===== src/rtl/button_conditioner.sv =====
// Two independent push-button channels: 2-flop sync, debounce, press/release pulses.
// Defining BUTTON_AUTO_REPEAT_EN adds an auto-repeat pulse train while a button is held.
module button_conditioner #(
    parameter int DEBOUNCE_CYCLES = 1000000,
    parameter int REPEAT_DELAY    = 25000000,
    parameter int REPEAT_PERIOD   = 5000000,
    parameter int CNT_W           = 25
) (
    input  logic clk,
    input  logic reset,
    input  logic b0_raw,
    input  logic b1_raw,
    output logic b0,
    output logic b1,
    output logic b0_press,
    output logic b1_press,
    output logic b0_release,
    output logic b1_release,
    output logic b0_repeat,
    output logic b1_repeat
);

    localparam logic ST_RELEASED = 1'b0;
    localparam logic ST_PRESSED  = 1'b1;

    localparam logic [CNT_W-1:0] DB_MAX  = CNT_W'(DEBOUNCE_CYCLES);
    localparam logic [CNT_W-1:0] CNT_SAT = '1;

    logic [1:0] raw_w;
    logic [1:0] level_w;
    logic [1:0] press_w;
    logic [1:0] release_w;
    logic [1:0] repeat_w;

    assign raw_w = {b1_raw, b0_raw};

    genvar ch;
    for (ch = 0; ch < 2; ch++) begin : g_ch
        logic             sync1_q, sync2_q;
        logic             state_q, state_d;
        logic [CNT_W-1:0] db_cnt_q, db_cnt_d;
        logic             press_q, press_d;
        logic             release_q, release_d;
        logic             level_cur;

        assign level_cur = (state_q == ST_RELEASED);

        // A level change is accepted on the edge after the counter has held DB_MAX,
        // so any matching sample (a bounce) restarts the whole qualification window.
        always_comb begin
            // NOTE: every always_comb output gets a default first so no latch is inferred.
            state_d   = state_q;
            db_cnt_d  = db_cnt_q;
            press_d   = 1'b0;
            release_d = 1'b0;
            if (sync2_q == level_cur) begin
                db_cnt_d = '0;
            end else if (db_cnt_q >= DB_MAX) begin
                db_cnt_d = '0;
                if (state_q == ST_RELEASED) begin
                    state_d = ST_PRESSED;
                    press_d = 1'b1;
                end else begin
                    state_d   = ST_RELEASED;
                    release_d = 1'b1;
                end
            end else if (db_cnt_q != CNT_SAT) begin
                db_cnt_d = db_cnt_q + 1'b1;
            end
        end

        always_ff @(posedge clk) begin
            // NOTE: sequential state uses non-blocking assignments so every flop samples pre-edge values.
            if (reset) begin
                // NOTE: synchronizer flops reset to the released level so reset never fabricates a press.
                sync1_q   <= 1'b1;
                sync2_q   <= 1'b1;
                state_q   <= ST_RELEASED;
                db_cnt_q  <= '0;
                press_q   <= 1'b0;
                release_q <= 1'b0;
            end else begin
                sync1_q   <= raw_w[ch];
                sync2_q   <= sync1_q;
                state_q   <= state_d;
                db_cnt_q  <= db_cnt_d;
                press_q   <= press_d;
                release_q <= release_d;
            end
        end

        assign level_w[ch]   = level_cur;
        assign press_w[ch]   = press_q;
        assign release_w[ch] = release_q;

`ifdef BUTTON_AUTO_REPEAT_EN
        localparam logic [CNT_W-1:0] RPT_DELAY  = CNT_W'(REPEAT_DELAY);
        localparam logic [CNT_W-1:0] RPT_PERIOD = CNT_W'(REPEAT_PERIOD);

        logic [CNT_W-1:0] rpt_cnt_q, rpt_cnt_d;
        logic             rpt_first_q, rpt_first_d;
        logic             repeat_q, repeat_d;
        logic [CNT_W-1:0] rpt_next;
        logic [CNT_W-1:0] rpt_target;

        // Timer is 0 in the press cycle; it restarts after each pulse, with the
        // target switching from the initial delay to the repeat period.
        always_comb begin
            rpt_cnt_d   = '0;
            rpt_first_d = 1'b1;
            repeat_d    = 1'b0;
            rpt_next    = (rpt_cnt_q == CNT_SAT) ? rpt_cnt_q : rpt_cnt_q + 1'b1;
            rpt_target  = rpt_first_q ? RPT_DELAY : RPT_PERIOD;
            if (state_q == ST_PRESSED && state_d == ST_PRESSED) begin
                rpt_first_d = rpt_first_q;
                if (rpt_next == rpt_target) begin
                    repeat_d    = 1'b1;
                    rpt_cnt_d   = '0;
                    rpt_first_d = 1'b0;
                end else begin
                    rpt_cnt_d = rpt_next;
                end
            end
        end

        always_ff @(posedge clk) begin
            if (reset) begin
                rpt_cnt_q   <= '0;
                rpt_first_q <= 1'b1;
                repeat_q    <= 1'b0;
            end else begin
                rpt_cnt_q   <= rpt_cnt_d;
                rpt_first_q <= rpt_first_d;
                repeat_q    <= repeat_d;
            end
        end

        assign repeat_w[ch] = repeat_q;
`else
        logic unused_rpt_cfg;
        assign unused_rpt_cfg = ^{32'(REPEAT_DELAY), 32'(REPEAT_PERIOD)};
        assign repeat_w[ch]   = 1'b0;
`endif
    end

    assign b0         = level_w[0];
    assign b1         = level_w[1];
    assign b0_press   = press_w[0];
    assign b1_press   = press_w[1];
    assign b0_release = release_w[0];
    assign b1_release = release_w[1];
    assign b0_repeat  = repeat_w[0];
    assign b1_repeat  = repeat_w[1];

endmodule

===== config.mk =====
export PLATFORM = sky130hd
export DESIGN_NAME = button_conditioner
export DESIGN_NICKNAME = d
export VERILOG_FILES = /design/src/rtl/button_conditioner.sv
export SDC_FILE = /design/constraint.sdc
export NUM_CORES = 1
export LEC_CHECK = 0
export ABC_AREA = 1
export BUFFER_PORTS_ARGS = -buffer_cell sky130_fd_sc_hd__buf_2
export CAP_MARGIN = 20
export CORE_UTILIZATION = 37
export CTS_BUF_LIST = sky130_fd_sc_hd__clkbuf_8 sky130_fd_sc_hd__clkbuf_16
export CTS_CLUSTER_DIAMETER = 100
export CTS_CLUSTER_SIZE = 12
export DETAILED_ROUTE_END_ITERATION = 10
export GPL_TIMING_DRIVEN = 1
export HOLD_SLACK_MARGIN = 0.06
export PLACE_DENSITY_LB_ADDON = 0.2
export SLEW_MARGIN = 10
export SYNTH_ARGS = -nofsm -noshare
export SYNTH_HDL_FRONTEND = slang
export SYNTH_SLANG_ARGS = --single-unit

===== constraint.sdc =====
create_clock -name clk -period 1.5 [get_ports clk]
set_clock_uncertainty 0.1 [all_clocks]
set_input_delay 0.225 -clock clk [delete_from_list [all_inputs] [get_ports clk]]
set_output_delay 0.225 -clock clk [all_outputs]
set_load 0.1 [all_outputs]

==> report_table.html <==
<table>
<tr><th>Metric</th><th>Value</th></tr>
<tr><th colspan="2">Run status</th></tr>
<tr><td>Run status</td><td>complete, but fails checks</td></tr>
<tr><td>Failing checks</td><td>setup timing</td></tr>
<tr><th colspan="2">Finish</th></tr>
<tr><td>Layout Nets</td><td>around 570</td></tr>
<tr><td>Antenna fix cells</td><td>0</td></tr>
<tr><td>Final standard cell utilization of the core</td><td>58.2%</td></tr>
<tr><td># fillers</td><td>690</td></tr>
<tr><td>Share of cells above drive strength 1</td><td>43.3%</td></tr>
<tr><td>Area growth syn-to-layout</td><td>49.1%</td></tr>
<tr><th colspan="2">Clocking</th></tr>
<tr><td>CTS tree</td><td>yes</td></tr>
<tr><td>Number of clock sinks</td><td>60</td></tr>
<tr><td>Cell at the root of the clock tree</td><td>clkbuf_8</td></tr>
<tr><td>Post-CTS clock slew at the launch and capture registers of the worst setup and hold paths</td><td>0.08 ns</td></tr>
<tr><td>Number of CTS-inserted buffers</td><td>9</td></tr>
<tr><td>Maximum clock path buffer count</td><td>2</td></tr>
<tr><td>Number of levels the H-tree was split into</td><td>3</td></tr>
<tr><td>Clock network latency to the later pin of the worst-skew pair</td><td>0.35 ns</td></tr>
<tr><th colspan="2">Critical path</th></tr>
<tr><td>Combined buffer and inverter count along the critical path</td><td>2</td></tr>
<tr><td>Startpoint of the lowest-slack register-to-register path</td><td>g_ch[1].db_cnt_q[1]</td></tr>
<tr><td>CP Capture Point</td><td>g_ch[1].db_cnt_q[16]</td></tr>
<tr><td>Worst Setup Path Type</td><td>register to register</td></tr>
<tr><td>Crit. End Element</td><td>register</td></tr>
<tr><td>Minimum setup slack among reg-to-reg paths</td><td>-0.09 ns</td></tr>
<tr><td>Kind of cell adding the most delay to the critical path</td><td>simple AND/OR/NAND/NOR gates</td></tr>
<tr><td>Slowest stage cell on the critical path</td><td>dfxtp_4</td></tr>
<tr><td>Data arrival time of the critical path</td><td>1.73 ns</td></tr>
<tr><td>Source of the critical timing path</td><td>g_ch[1].db_cnt_q[1]</td></tr>
<tr><td>Biggest cell delay along the critical path</td><td>0.36 ns</td></tr>
<tr><td>Worst EP required</td><td>1.64 ns</td></tr>
<tr><td>Capture point of the worst reg-to-reg path</td><td>g_ch[1].db_cnt_q[16]</td></tr>
<tr><td>Highest net fanout along the worst path</td><td>7</td></tr>
<tr><td>Worst reg2reg path depth</td><td>11</td></tr>
<tr><td>Number of logic stages on the critical path including buffering</td><td>11</td></tr>
<tr><td>Category of the worst setup path launch point</td><td>register</td></tr>
<tr><td>Cells along the critical path</td><td>ha_4 -&gt; nand2_4 -&gt; nor2_4 -&gt; nand2_4 -&gt; nor2_4 -&gt; buf_12 -&gt; nand4_4 -&gt; nand2_1 -&gt; nand2_1 -&gt; inv_1 -&gt; nor2_1</td></tr>
<tr><th colspan="2">Synth</th></tr>
<tr><td>Top post-synthesis cells by area</td><td>dfxtp_1, nand2_1, nor2_1</td></tr>
<tr><td>Library cells used by synthesis</td><td>30</td></tr>
<tr><td>Async S/R FF share, synth</td><td>0%</td></tr>
<tr><td>Synthesized flop and latch total</td><td>60</td></tr>
<tr><td>Share of synthesized area occupied by flip-flops and latches</td><td>39.0%</td></tr>
<tr><td>Gate count of the mapped netlist</td><td>450</td></tr>
<tr><td>Yosys top cell area share</td><td>39.0%</td></tr>
<tr><td>Mean cell area of the mapped netlist</td><td>6.84 sq um</td></tr>
<tr><td>Area leader, netlist</td><td>dfxtp_1</td></tr>
<tr><td>Most used flip-flop cell after synthesis</td><td>dfxtp_1</td></tr>
<tr><td>EDFF count, synth</td><td>0</td></tr>
<tr><td>Warnings, synthesis</td><td>0</td></tr>
<tr><td>Cell area after synthesis</td><td>3080 sq um</td></tr>
<tr><th colspan="2">Route</th></tr>
<tr><td>Routed wire length</td><td>a little over 8000 um</td></tr>
<tr><td>Count of antenna-violating nets left after detailed routing</td><td>0</td></tr>
<tr><td>Drt first-iter violations</td><td>between 70 and 80</td></tr>
<tr><td>DR top layer</td><td>met4</td></tr>
<tr><td>Overall via count from detail_route</td><td>~3100</td></tr>
<tr><td>Vias per cell</td><td>4.62</td></tr>
<tr><td>Average wire per cell in the routed design</td><td>12.1 um</td></tr>
<tr><td>Routed metal-1 wire length</td><td>3670 um</td></tr>
<tr><td>Met2 wire length</td><td>3880 um</td></tr>
<tr><td>DRC violations left</td><td>0</td></tr>
<tr><td>Wire length on met3</td><td>around 320 um</td></tr>
<tr><td>First-pass iteration count of the detailed router</td><td>4</td></tr>
<tr><th colspan="2">Place</th></tr>
<tr><td>Setup slack after placement</td><td>-0.154 ns</td></tr>
<tr><td>Final weighted congestion in routability-driven placement</td><td>0.841</td></tr>
<tr><td>DPL Wire Length</td><td>5180 um</td></tr>
<tr><td>PortBufs</td><td>9</td></tr>
<tr><th colspan="2">Die</th></tr>
<tr><td>Initial cell density of the core</td><td>39.0%</td></tr>
<tr><td>DIE WIDTH</td><td>93.2 um</td></tr>
<tr><td>Vertical extent of the die</td><td>93.2 um</td></tr>
<tr><td>Floorplan row count</td><td>32</td></tr>
<tr><td>Number of top-level pins</td><td>12</td></tr>
<tr><td>Die area</td><td>8680 sq um</td></tr>
<tr><td>Placeable core region</td><td>7890 sq um</td></tr>
<tr><th colspan="2">STA</th></tr>
<tr><td>Time the worst path needs with I/O delays and setup</td><td>1.59 ns</td></tr>
<tr><td>Final Setup Violations</td><td>26</td></tr>
<tr><td>Final Hold Vio Count</td><td>0</td></tr>
<tr><td>Post-route setup slack</td><td>-0.0880 ns</td></tr>
<tr><td>Period utilization</td><td>106%</td></tr>
<tr><td>Highest achievable clock rate</td><td>630 MHz</td></tr>
<tr><td>Setup Total Neg Slack</td><td>-0.768 ns</td></tr>
<tr><td>Unrepaired setup endpoints after global routing</td><td>yes</td></tr>
<tr><td>Slew Limit Fails</td><td>0</td></tr>
<tr><th colspan="2">Global route</th></tr>
<tr><td>Global-route total usage across every layer</td><td>18.4%</td></tr>
<tr><td>Vias in the first global route</td><td>2952</td></tr>
<tr><td>Total congestion overflow</td><td>0</td></tr>
<tr><td>Pin count of the biggest net entering global routing</td><td>21</td></tr>
<tr><td>Global-route wire length before repair</td><td>12600 um</td></tr>
<tr><td>Number of antenna violations at the first check in global routing</td><td>0</td></tr>
<tr><th colspan="2">Power</th></tr>
<tr><td>VDD IR max</td><td>448 uV</td></tr>
<tr><td>Power density relative to cell area</td><td>674 nW/um^2</td></tr>
<tr><td>Leak</td><td>0.00190 uW</td></tr>
<tr><th colspan="2">Hold path</th></tr>
<tr><td>Type of the most critical hold path</td><td>input pin to register</td></tr>
<tr><th colspan="2">Job</th></tr>
<tr><td>Number of violations of the max-capacitance limit</td><td>0</td></tr>
</table>
[power by group]
part,switching [uW],total (uW),internal [uW]
Clock,734,1340,608
Combinational,88.7,123,34.0
Sequential,13.5,1630,1610
[final cells by class]
type / instances / area, sq um / share of cell area (%)
clock buffer: 9 / 124 / 2.70
clock inverter: 7 / 51.3 / 1.12
inverter: 45 / 190 / 4.15
multi-input combinational: 352 / 2080 / 45.4
sequential: 60 / 1240 / 27.0
tap: 102 / 128 / 2.78
timing repair buffer: 90 / 759 / 16.6
timing repair inverter: 1 / 16.3 / 0.355
[kinds of logic after synthesis]
family / count (synthesis) / share of synthesized area (%)
compound gates: 16 / 2.60
xor+xnor: 22 / 6.26
fa+ha+maj: 4 / 1.63
buf+inv: 51 / 7.40
flops: 60 / 39.0
other cells: 1 / 0.122
simple gates: 296 / 42.9
[placed cells by master, fill, tap and decap left out, drive strengths merged]
cell type and count:
ha 4, inv 45, conb 12, clkinvlp 1, dfxtp 60, nor3 5, buf 86, xnor2 12
clkinv 7, nor3b 2, clkbuf 10, or2 4, nand4 11, nand2 124, xor2 10, o21ai 2
nand3 26, nand3b 3, nor2 123, a21oi 14, dlygate4sd3 3
[synth_stat cells (3+ instances only)]
master / instances
a21oi_1: 14
dfxtp_1: 60
xnor2_1: 12
ha_1: 4
nor3_1: 4
nand4_1: 9
nor2_2: 14
inv_2: 3
nand3_1: 24
nand2_1: 120
inv_1: 41
or2_2: 4
nor2_1: 106
nand3b_1: 3
xor2_1: 10
[worst min-delay path by stage]
stage / start / to / slack [ns] / cells past startpoint
2_1_floorplan: b0_raw / g_ch[0].sync1_q / 0.23 / 1
3_3_place_gp: g_ch[0].sync1_q / g_ch[0].sync2_q / 0.30 / 1
3_5_place_dp: g_ch[1].sync1_q / g_ch[1].sync2_q / 0.30 / 1
4_1_cts: reset / g_ch[0].state_q / 0.07 / 4
5_1_grt: reset / g_ch[0].state_q / 0.11 / 4
6_report: reset / g_ch[0].state_q / 0.08 / 4
[state kept, by name, summed over array words and instances, names as in the netlist]
name and flops:
b0_press 1, b0_release 1, b1_press 1, b1_release 1, g_ch.db_cnt_q 50, g_ch.state_q 2, g_ch.sync1_q 2, g_ch.sync2_q 2
[worst min-delay path, stage by stage]
cell	delay (ns)
buf_2	0.09
inv_1	0.08
nand2_1	0.08
nor2_1	0.03
[routing by layer]
metal  vias to the layer above  track usage (%)
met5                         -                0
met4                         0             8.21
met3                        19             3.25
met2                        50             30.6
met1                      1403             23.2
li1                       1603                -
[metrics by stage]
stage	std cells	hold WS, ns	instance area (sq um)	power [uW]
after floorplan	461	0.229	3190	1750
after global placement	632	0.295	3830	1770
after detailed placement	632	0.297	3830	1770
after CTS	653	0.0674	4100	3110
after global routing	666	0.112	4590	3200
final	666	0.0794	4590	3090
[timing repair]
| item | in CTS | in global routing |
|---|---|---|
| setup buffers | 1 | 9 |
| pin swaps | 3 | 43 |
| hold endpoints to repair | 4 | 0 |
| gates resized for setup | 14 | 115 |
| endpoints found under the setup margin | 34 | 45 |
| hold buffers | 3 | 0 |
| gates cloned | 1 | 4 |
Note: power is estimated with default switching activity, not from simulation.
